===== src/rtl/lsu_pkg.sv =====
// Shared definitions for the load/store bus master: access sizes, FSM
// states, RISC-V fault cause codes and small decode helpers.
package lsu_pkg;

    localparam logic [1:0] SIZE_B = 2'd0;
    localparam logic [1:0] SIZE_H = 2'd1;
    localparam logic [1:0] SIZE_W = 2'd2;

    typedef enum logic [1:0] {
        ST_IDLE = 2'd0,
        ST_RD   = 2'd1,
        ST_WR   = 2'd2,
        ST_RESP = 2'd3
    } lsu_state_e;

    localparam logic [3:0] CAUSE_LD_MISALIGN = 4'd4;
    localparam logic [3:0] CAUSE_LD_ACCESS   = 4'd5;
    localparam logic [3:0] CAUSE_ST_MISALIGN = 4'd6;
    localparam logic [3:0] CAUSE_ST_ACCESS   = 4'd7;

    // Encoding 3 behaves exactly like a word access.
    function automatic logic [1:0] norm_size(input logic [1:0] size);
        logic [1:0] res;
        if (size == 2'd3) begin
            res = SIZE_W;
        end else begin
            res = size;
        end
        return res;
    endfunction

    // Halves need an even address, words a multiple of four.
    function automatic logic is_misaligned(input logic [1:0] size, input logic [1:0] addr_lo);
        logic res;
        case (size)
            SIZE_B:  res = 1'b0;
            SIZE_H:  res = addr_lo[0];
            default: res = (addr_lo != 2'b00);
        endcase
        return res;
    endfunction

endpackage


===== src/rtl/lsu_lane_align.sv =====
// Combinational lane logic: little-endian extraction/extension of load data
// and merge of sub-word store data into a previously read word.
// The merge path exists only when LSU_RMW_EN is defined; otherwise the store
// word is simply the right-aligned store data (only word stores reach the bus).
import lsu_pkg::*;

module lsu_lane_align (
    input  logic [1:0]  size_i,
    input  logic        unsigned_i,
    input  logic [1:0]  addr_lo_i,
    input  logic [31:0] ld_word_i,
    output logic [31:0] ld_data_o,
    input  logic [31:0] st_word_i,
    input  logic [31:0] st_data_i,
    output logic [31:0] st_word_o
);

    logic [7:0]  byte_s;
    logic [15:0] half_s;

    // Select the addressed byte and half lanes of the load word.
    always_comb begin
        case (addr_lo_i)
            2'd0:    byte_s = ld_word_i[7:0];
            2'd1:    byte_s = ld_word_i[15:8];
            2'd2:    byte_s = ld_word_i[23:16];
            default: byte_s = ld_word_i[31:24];
        endcase
        if (addr_lo_i[1]) begin
            half_s = ld_word_i[31:16];
        end else begin
            half_s = ld_word_i[15:0];
        end
    end

    // Zero- or sign-extend the selected lane to a full register value.
    always_comb begin
        case (size_i)
            SIZE_B: begin
                if (unsigned_i) begin
                    ld_data_o = {24'd0, byte_s};
                end else begin
                    ld_data_o = {{24{byte_s[7]}}, byte_s};
                end
            end
            SIZE_H: begin
                if (unsigned_i) begin
                    ld_data_o = {16'd0, half_s};
                end else begin
                    ld_data_o = {{16{half_s[15]}}, half_s};
                end
            end
            default: ld_data_o = ld_word_i;
        endcase
    end

`ifdef LSU_RMW_EN
    // Overwrite only the addressed lanes of the captured read word.
    always_comb begin
        st_word_o = st_word_i;
        case (size_i)
            SIZE_B: begin
                case (addr_lo_i)
                    2'd0:    st_word_o[7:0]   = st_data_i[7:0];
                    2'd1:    st_word_o[15:8]  = st_data_i[7:0];
                    2'd2:    st_word_o[23:16] = st_data_i[7:0];
                    default: st_word_o[31:24] = st_data_i[7:0];
                endcase
            end
            SIZE_H: begin
                if (addr_lo_i[1]) begin
                    st_word_o[31:16] = st_data_i[15:0];
                end else begin
                    st_word_o[15:0] = st_data_i[15:0];
                end
            end
            default: st_word_o = st_data_i;
        endcase
    end
`else
    logic unused_st_word_s;
    assign unused_st_word_s = ^st_word_i;
    assign st_word_o        = st_data_i;
`endif

endmodule


===== src/rtl/lsu_bus_master.sv =====
// Load/store bus master: converts byte/half/word CPU requests into
// word-aligned accesses on the MMIO data bus, with read-modify-write for
// sub-word stores and misaligned/unmapped fault reporting.
// Optional feature macro: LSU_RMW_EN (enables sub-word stores via RD->WR).
import lsu_pkg::*;

module lsu_bus_master #(
    parameter int ADDR_W = 32,
    parameter int DATA_W = 32
) (
    input  logic              clk,
    input  logic              rst_n,
    input  logic              req_valid,
    output logic              req_ready,
    input  logic              req_we,
    input  logic [1:0]        req_size,
    input  logic              req_unsigned,
    input  logic [ADDR_W-1:0] req_addr,
    input  logic [DATA_W-1:0] req_wdata,
    output logic              resp_valid,
    output logic [DATA_W-1:0] resp_rdata,
    output logic              resp_fault,
    output logic [3:0]        resp_cause,
    output logic              bus_rw,
    output logic [ADDR_W-1:0] bus_address,
    output logic [DATA_W-1:0] bus_write_data,
    input  logic [DATA_W-1:0] bus_read_data,
    input  logic              bus_selected
);

    lsu_state_e        state_q, state_d;
    logic              we_q, we_d;
    logic [1:0]        size_q, size_d;
    logic              uns_q, uns_d;
    logic [ADDR_W-1:0] addr_q, addr_d;
    logic [DATA_W-1:0] wdata_q, wdata_d;
    logic [DATA_W-1:0] rword_q, rword_d;
    logic [DATA_W-1:0] resp_rdata_q, resp_rdata_d;
    logic              resp_fault_q, resp_fault_d;
    logic [3:0]        resp_cause_q, resp_cause_d;
    logic [DATA_W-1:0] ld_data_s;
    logic [DATA_W-1:0] st_word_s;

    // Load data comes straight off the bus during RD; store merge uses the
    // word captured in RD.
    lsu_lane_align u_lane (
        .size_i     (size_q),
        .unsigned_i (uns_q),
        .addr_lo_i  (addr_q[1:0]),
        .ld_word_i  (bus_read_data),
        .ld_data_o  (ld_data_s),
        .st_word_i  (rword_q),
        .st_data_i  (wdata_q),
        .st_word_o  (st_word_s)
    );

    // Next-state decode, request capture and response field update.
    always_comb begin
        state_d      = state_q;
        we_d         = we_q;
        size_d       = size_q;
        uns_d        = uns_q;
        addr_d       = addr_q;
        wdata_d      = wdata_q;
        rword_d      = rword_q;
        resp_rdata_d = resp_rdata_q;
        resp_fault_d = resp_fault_q;
        resp_cause_d = resp_cause_q;
        case (state_q)
            ST_IDLE: begin
                if (req_valid) begin
                    we_d    = req_we;
                    size_d  = norm_size(req_size);
                    uns_d   = req_unsigned;
                    addr_d  = req_addr;
                    wdata_d = req_wdata;
                    if (is_misaligned(norm_size(req_size), req_addr[1:0])) begin
                        state_d      = ST_RESP;
                        resp_fault_d = 1'b1;
                        resp_cause_d = req_we ? CAUSE_ST_MISALIGN : CAUSE_LD_MISALIGN;
                        resp_rdata_d = {DATA_W{1'b0}};
                    end else if (req_we && (norm_size(req_size) != SIZE_W)) begin
`ifdef LSU_RMW_EN
                        state_d = ST_RD;
`else
                        state_d      = ST_RESP;
                        resp_fault_d = 1'b1;
                        resp_cause_d = CAUSE_ST_ACCESS;
                        resp_rdata_d = {DATA_W{1'b0}};
`endif
                    end else if (req_we) begin
                        state_d = ST_WR;
                    end else begin
                        state_d = ST_RD;
                    end
                end else begin
                    state_d = ST_IDLE;
                end
            end
            ST_RD: begin
                rword_d = bus_read_data;
                if (!bus_selected) begin
                    state_d      = ST_RESP;
                    resp_fault_d = 1'b1;
                    resp_cause_d = we_q ? CAUSE_ST_ACCESS : CAUSE_LD_ACCESS;
                    resp_rdata_d = {DATA_W{1'b0}};
`ifdef LSU_RMW_EN
                end else if (we_q) begin
                    state_d = ST_WR;
`endif
                end else begin
                    state_d      = ST_RESP;
                    resp_fault_d = 1'b0;
                    resp_cause_d = 4'd0;
                    resp_rdata_d = ld_data_s;
                end
            end
            ST_WR: begin
                state_d      = ST_RESP;
                resp_rdata_d = {DATA_W{1'b0}};
                if (!bus_selected) begin
                    resp_fault_d = 1'b1;
                    resp_cause_d = CAUSE_ST_ACCESS;
                end else begin
                    resp_fault_d = 1'b0;
                    resp_cause_d = 4'd0;
                end
            end
            ST_RESP: state_d = ST_IDLE;
            default: state_d = ST_IDLE;
        endcase
    end

    // State and captured-request registers; reset aborts any access in flight.
    always_ff @(posedge clk or negedge rst_n) begin
        if (!rst_n) begin
            state_q      <= ST_IDLE;
            we_q         <= 1'b0;
            size_q       <= SIZE_B;
            uns_q        <= 1'b0;
            addr_q       <= {ADDR_W{1'b0}};
            wdata_q      <= {DATA_W{1'b0}};
            rword_q      <= {DATA_W{1'b0}};
            resp_rdata_q <= {DATA_W{1'b0}};
            resp_fault_q <= 1'b0;
            resp_cause_q <= 4'd0;
        end else begin
            state_q      <= state_d;
            we_q         <= we_d;
            size_q       <= size_d;
            uns_q        <= uns_d;
            addr_q       <= addr_d;
            wdata_q      <= wdata_d;
            rword_q      <= rword_d;
            resp_rdata_q <= resp_rdata_d;
            resp_fault_q <= resp_fault_d;
            resp_cause_q <= resp_cause_d;
        end
    end

    // Bus and handshake outputs decoded from the state register only, so a
    // bus write can never appear outside WR.
    always_comb begin
        req_ready  = (state_q == ST_IDLE);
        resp_valid = (state_q == ST_RESP);
        resp_rdata = resp_rdata_q;
        resp_fault = resp_fault_q;
        resp_cause = resp_cause_q;
        bus_rw     = (state_q == ST_WR);
        if ((state_q == ST_RD) || (state_q == ST_WR)) begin
            bus_address = {addr_q[ADDR_W-1:2], 2'b00};
        end else begin
            bus_address = {ADDR_W{1'b0}};
        end
        if (state_q == ST_WR) begin
            bus_write_data = st_word_s;
        end else begin
            bus_write_data = {DATA_W{1'b0}};
        end
    end

endmodule


===== config.mk =====
export PLATFORM = sky130hd
export DESIGN_NAME = lsu_bus_master
export DESIGN_NICKNAME = d
export VERILOG_FILES = /design/src/rtl/lsu_pkg.sv /design/src/rtl/lsu_lane_align.sv /design/src/rtl/lsu_bus_master.sv
export SDC_FILE = /design/constraint.sdc
export NUM_CORES = 1
export LEC_CHECK = 0
export CORE_MARGIN = 1
export CORE_UTILIZATION = 35
export DETAILED_ROUTE_END_ITERATION = 7
export PLACE_DENSITY = 0.7
export SETUP_SLACK_MARGIN = 0.05
export SLEW_MARGIN = 20
export SYNTH_ARGS = -nofsm -noshare
export SYNTH_HDL_FRONTEND = slang
export SYNTH_SLANG_ARGS = --single-unit

===== constraint.sdc =====
create_clock -name clk -period 3.6 [get_ports clk]
set_clock_uncertainty 0.05 [all_clocks]
set_input_delay 0.72 -clock clk [delete_from_list [all_inputs] [get_ports clk]]
set_output_delay 0.72 -clock clk [all_outputs]
set_load 0.03 [all_outputs]

==> impl_metrics.toml, run 1 <==
[run_status]
run_status = "completed"

[grt]
grt_pass1_vias = 4656
antenna_found_initial = 0
grt_usage_pct = 19.5
grt_pass1_wl_um = 24000
grt_overflow = 0
grt_start_max_net_pins = 61

[synth]
synthXorXnorAreaFrac_pct = 0
netlist.top_cell.by_area = "dfrtp_1"
synth_edf_count = 0
synth_compound_area_share_pct = 13.8
synth_top_family_by_area = "multiplexers"
yosys_warnings = 0
ys_ff_latch = 106
async_reset_ff_share_pct = 100
synth_top_area_share_pct = 50.4
synth-adder-area-share_pct = 1.43
muxShareOfSynthArea_pct = 17.5
syn_area_sq_um = 5260
synthCells = 469
synthSimpleGateAreaFrac_pct = 12.8
ys_top_cells_by_area = "dfrtp_1, mux2_2, and2_1"
synth_ff_type = "dfrtp_1"
ys_types = 43
syn_area_per_cell_sq_um = 11.2
synth_seq_area_share_pct = 50.4

[clock_network]
worst_skew_pair.late_latency_ns = 0.35
post_cts_resized = 0
htree_levels = 3
post_cts_buffers = 0
cts_made_buffers = 9
cts_sinks = 106
ctsHoldBuffers = 0
root_buffer = "clkbuf_16"
cts_buffer_depth = 2
cts_tree = "built"
path_clk_slew_ns = 0.07

[floorplanning]
die_area_sq_um = 15500
coreArea_sq_um = 14600
rows = 44
ios = 208
dieWidth_um = 125
start_util_pct = 36.1
dieHeight_um = 125

[layout]
final_cell_mix = "clkdlybuf4s50_1, dfrtp_1, mux2_2, and2_1, o21ai_0"
multi_input_area_sq_um = 2410
final_net_count = 770
stdcell_count = 849
layout_commonest_cell = "clkdlybuf4s50_1"
drive_above_1_share_pct = 16.5
fillers = 1251
syn_to_final_growth_pct = 48.2
seq_area_sq_um = 2650
n_antenna_cell = 0

[power]
seqPwrFrac_pct = 27.4
power_density_nw_per_um2 = 965
p_int_mw = 4.34
swShare_pct = 42.3
p_leak_nw = 3.22
peakVddDrop_uv = 714
switching_power_mw = 3.19
comb_power_share_pct = 58.4
clock_power_share_pct = 14.2

[worst_setup_path]
worstPathMaxFanout = 17
cp.required_ns = 2.83
worst_setup_path_start_kind = "flop"
crit_type = "reg -> out"
worstPathArrival_ns = 2.47
cp-end-kind = "output port"

[detailed_routing]
route.met3.wl_um = 1170
maxUsedRoutingLayer = "met4"
vias = 4375
drc = 0
drt_pre_antenna_iters = 5
wl_per_cell_um = 17.6
drt_iter0_markers = 250
wl_met1_um = 6130
postRouteAntennaNets = 0
routed_wl_um = 14900
wl_met2_um = 7380
avgViaCountPerCell = 5.15

[flow_run]
timing.max_cap.violations = 0

[place]
hpwlAfterDp_um = 10800
post-place-cells = 833
gp_congestion = 0.822
port_buffers = 204

[timing]
fmaxAchievable_mhz = 308
period_share_pct = 90.1
whs_ns = 0.332
hold_violations = 0
tns_ns = 0
rsz0062_at_grt = "no"
slew-limit-headroom_pct = 44.0
report.final.setup_viol = 0
tightest_slew_ns = 0.840
fin_crit_ns = 3.24
slew_viol_final = 0

[worst_hold_path]
hold_class = "in -> async"
metrics by stage:
step,worst slack (ns),power [mW],area [sq um],util [%]
2_1_floorplan,1.32,4.82,5270,-
3_3_place_gp,0.742,6.40,7480,51.3
3_5_place_dp,0.623,6.49,7480,51.3
4_1_cts,0.267,7.60,7800,53.5
5_1_grt,0.179,7.95,7800,53.5
6_report,0.358,7.52,7800,53.5
state kept, by name, summed over array words and instances, names as in the netlist:
register and flops:
addr_q 32, resp_cause 3, resp_fault 1, resp_rdata 32, size_q 2, state_q 2, uns_q 1, wdata_q 32
we_q 1
worst paths after layout:
kind	from	to	slack [ns]	cells past startpoint
worst max-delay path	state_q[0]$_DFF_PN0_	bus_address[14]	0.36	5
min in group clk	addr_q[15]$_DFFE_PN0P_	addr_q[15]$_DFFE_PN0P_	0.45	1
worst min-delay path	rst_n	resp_rdata[10]$_DFFE_PN0P_	0.33	1
worst max register to register	state_q[0]$_DFF_PN0_	resp_cause[0]$_DFFE_PN0P_	1.35	5
worst min register to register	addr_q[15]$_DFFE_PN0P_	addr_q[15]$_DFFE_PN0P_	0.45	1
max in group asynchronous	rst_n	addr_q[26]$_DFFE_PN0P_	2.40	2
per-layer routing:
| metal | vias to the layer above | GRT usage, % |
|---|---|---|
| met3 | 19 | 6.44 |
| met1 | 2140 | 23.1 |
| li1 | 2023 | - |
| met5 | - | 0 |
| met4 | 0 | 6.09 |
| met2 | 193 | 33.4 |
cell type report:
type,count,area share (%)
clock buffers,11,3.11
clock inverters,5,0.995
flip-flops and latches,106,34.0
inverters,7,0.337
well taps,184,2.95
multi-input cells,320,31.0
repair buffers,216,27.6
power by group through the flow:
| stage | clock, mW | sequential (mW) | combinational [mW] |
|---|---|---|---|
| after floorplan | 0 | 2.23 | 2.59 |
| after global placement | 0 | 2.06 | 4.35 |
| after detailed placement | 0 | 2.07 | 4.42 |
| after CTS | 1.10 | 2.06 | 4.44 |
| after global routing | 1.14 | 2.14 | 4.68 |
| final | 1.07 | 2.06 | 4.40 |
cells in the mapped netlist (7+ instances only):
master	n
nand2b_1	7
mux2_2	72
and2_1	62
mux2i_1	9
nand2_1	13
dfrtp_1	106
o21ai_0	34
clkbuf_1	20
nor2_1	29
o31ai_1	25
a21oi_1	13
o22ai_1	9
cell families (layout without fill, tap and decap cells):
logic type / count (synthesis) / after routing
AOI/OAI and AO/OA: 104 / 104
adders and majority gates: 6 / 6
buffers and inverters: 45 / 239
DFF: 106 / 106
muxes: 82 / 82
other: 1 / 3
and+or+nand+nor: 125 / 125
worst max-delay path, cell delays in order, from the launching register on:
cell	delay [ns]
dfrtp_1	0.41
inv_1	0.10
ha_1	0.51
buf_4	0.26
and2_1	0.16
clkdlybuf4s50_1	0.67
(Power assumes the default switching activity.)
==> inputs of run 2 (changes only) <==
--- a/config.mk
+++ b/config.mk
@@ -8,6 +8,7 @@
 export CORE_MARGIN = 1
 export CORE_UTILIZATION = 35
 export DETAILED_ROUTE_END_ITERATION = 7
+export MAX_ROUTING_LAYER = met4
 export PLACE_DENSITY = 0.7
 export SETUP_SLACK_MARGIN = 0.05
 export SLEW_MARGIN = 20
==> impl_metrics.toml, run 2 (synthesized netlist as in run 1, its figures left out) <==
[clock_network]
htree_levels = 3
cts_buffer_depth = 2
ctsHoldBuffers = 0
cts_made_buffers = 9
root_buffer = "clkbuf_16"
post_cts_resized = 0
path_clk_slew_ns = 0.07
post_cts_buffers = 0
cts_tree = "built"
worst_skew_pair.late_latency_ns = 0.35
cts_sinks = 106

[timing]
fmaxAchievable_mhz = 308
tns_ns = 0
tightest_slew_ns = 0.840
slew_viol_final = 0
slew-limit-headroom_pct = 44.0
hold_violations = 0
whs_ns = 0.336
finalWorstSetupSlack_ns = 0.350
rsz0062_at_grt = "no"
period_share_pct = 90.3
fin_crit_ns = 3.25
report.final.setup_viol = 0

[worst_setup_path]
crit_family = "buffers and inverters"
worstPathArrival_ns = 2.48
reg2reg_depth = 5
cp_slowest_cell = "clkdlybuf4s50_1"
r2r-start = "state_q[0]$_DFF_PN0_"
rrSetupSlack_ns = 1.34
crit_type = "reg -> out"
cp-end-kind = "output port"
path_cells = "inv_1 -> ha_1 -> buf_4 -> and2_1 -> clkdlybuf4s50_1"
worstPathMaxFanout = 17
crit_path_max_incr_delay_ns = 0.67
cp.required_ns = 2.83
worst-path-buf-inv = 3
r2r_end = "resp_cause[0]$_DFFE_PN0P_"
worst_setup_path_start_kind = "flop"

[layout]
stdcell_count = 849
fin_util_pct = 53.5
syn_to_final_growth_pct = 48.2
final_cell_mix = "clkdlybuf4s50_1, dfrtp_1, mux2_2, and2_1, o21ai_0"
final_net_count = 770
layout_commonest_cell = "clkdlybuf4s50_1"
n_antenna_cell = 0
drive_above_1_share_pct = 16.5
final_area_sq_um = 7800

[floorplanning]
ios = 208
die_area_sq_um = 15500
start_util_pct = 36.1
rows = 44
dieHeight_um = 125
coreArea_sq_um = 14600
dieWidth_um = 125

[detailed_routing]
postRouteAntennaNets = 0
wl_per_cell_um = 17.6
avgViaCountPerCell = 5.19
vias = 4403
drt_pre_antenna_iters = 5
routed_wl_um = 14900
drt_iter0_markers = 269
drc = 0

[place]
port_buffers = 204
place_area_sq_um = 7480
gp_congestion = 0.835
hpwlAfterDp_um = 10800
post-place-cells = 833
place_ws_ns = 0.623

[power]
p_leak_nw = 3.22
power_density_nw_per_um2 = 964
finalPower_mw = 7.52
peakVddDrop_uv = 715

[run_status]
run_status = "completed"

[grt]
grt_pass1_wl_um = 24100
grt_start_max_net_pins = 61
antenna_found_initial = 0
grt_usage_pct = 20.1
grt_pass1_vias = 4660
grt_overflow = 0

[worst_hold_path]
hold_class = "in -> async"

[flow_run]
timing.max_cap.violations = 0
[run 2: cell counts in the layout (fill, tap and decap cells not counted)]
No cell type changed its count.
[run 2: worst reg2reg max path: stages, from the launching register on]
cell and delay (ns):
dfrtp_1 0.43, inv_1 0.12, ha_1 0.26, o311a_4 0.21, or2_1 0.65, mux2_2 0.42
[run 2: power breakdown]
part	switching (mW)	leakage (nW)	internal (mW)	total, mW
Clock	0.440	0.156	0.627	1.07
Sequential	0.323	1.31	1.74	2.06
Combinational	2.42	1.76	1.97	4.39
Total	3.18	3.22	4.34	7.52
[run 2: final cells by class]
cell class	instances	area, sq um
Clock inverter	5	77.6
Timing Repair Buffer	216	2150
Fill cell	1251	6790
Tap cell	184	230
Multi-Input combinational cell	320	2410
Inverter	7	26.3
Clock buffer	11	243
Sequential cell	106	2650
[run 2: worst max-delay path by stage]
stage	startpoint	end	slack, ns	depth (start not counted)
after detailed placement	req_valid	resp_rdata[12]$_DFFE_PN0P_	0.62	6
after floorplan	state_q[0]$_DFF_PN0_	bus_address[10]	1.32	5
final	state_q[0]$_DFF_PN0_	bus_address[14]	0.35	5
after CTS	state_q[0]$_DFF_PN0_	bus_address[14]	0.27	5
after global routing	state_q[0]$_DFF_PN0_	bus_address[14]	0.18	5
after global placement	req_valid	resp_rdata[20]$_DFFE_PN0P_	0.74	6
[run 2: metal layers]
metal | GRT usage [%] | share of wire (%) | vias to the layer above
met5 | - | 0 | -
met4 | 5.88 | 1.4 | 0
met3 | 5.50 | 7.2 | 16
met2 | 33.8 | 50 | 199
met1 | 23.3 | 41 | 2164
li1 | - | - | 2024
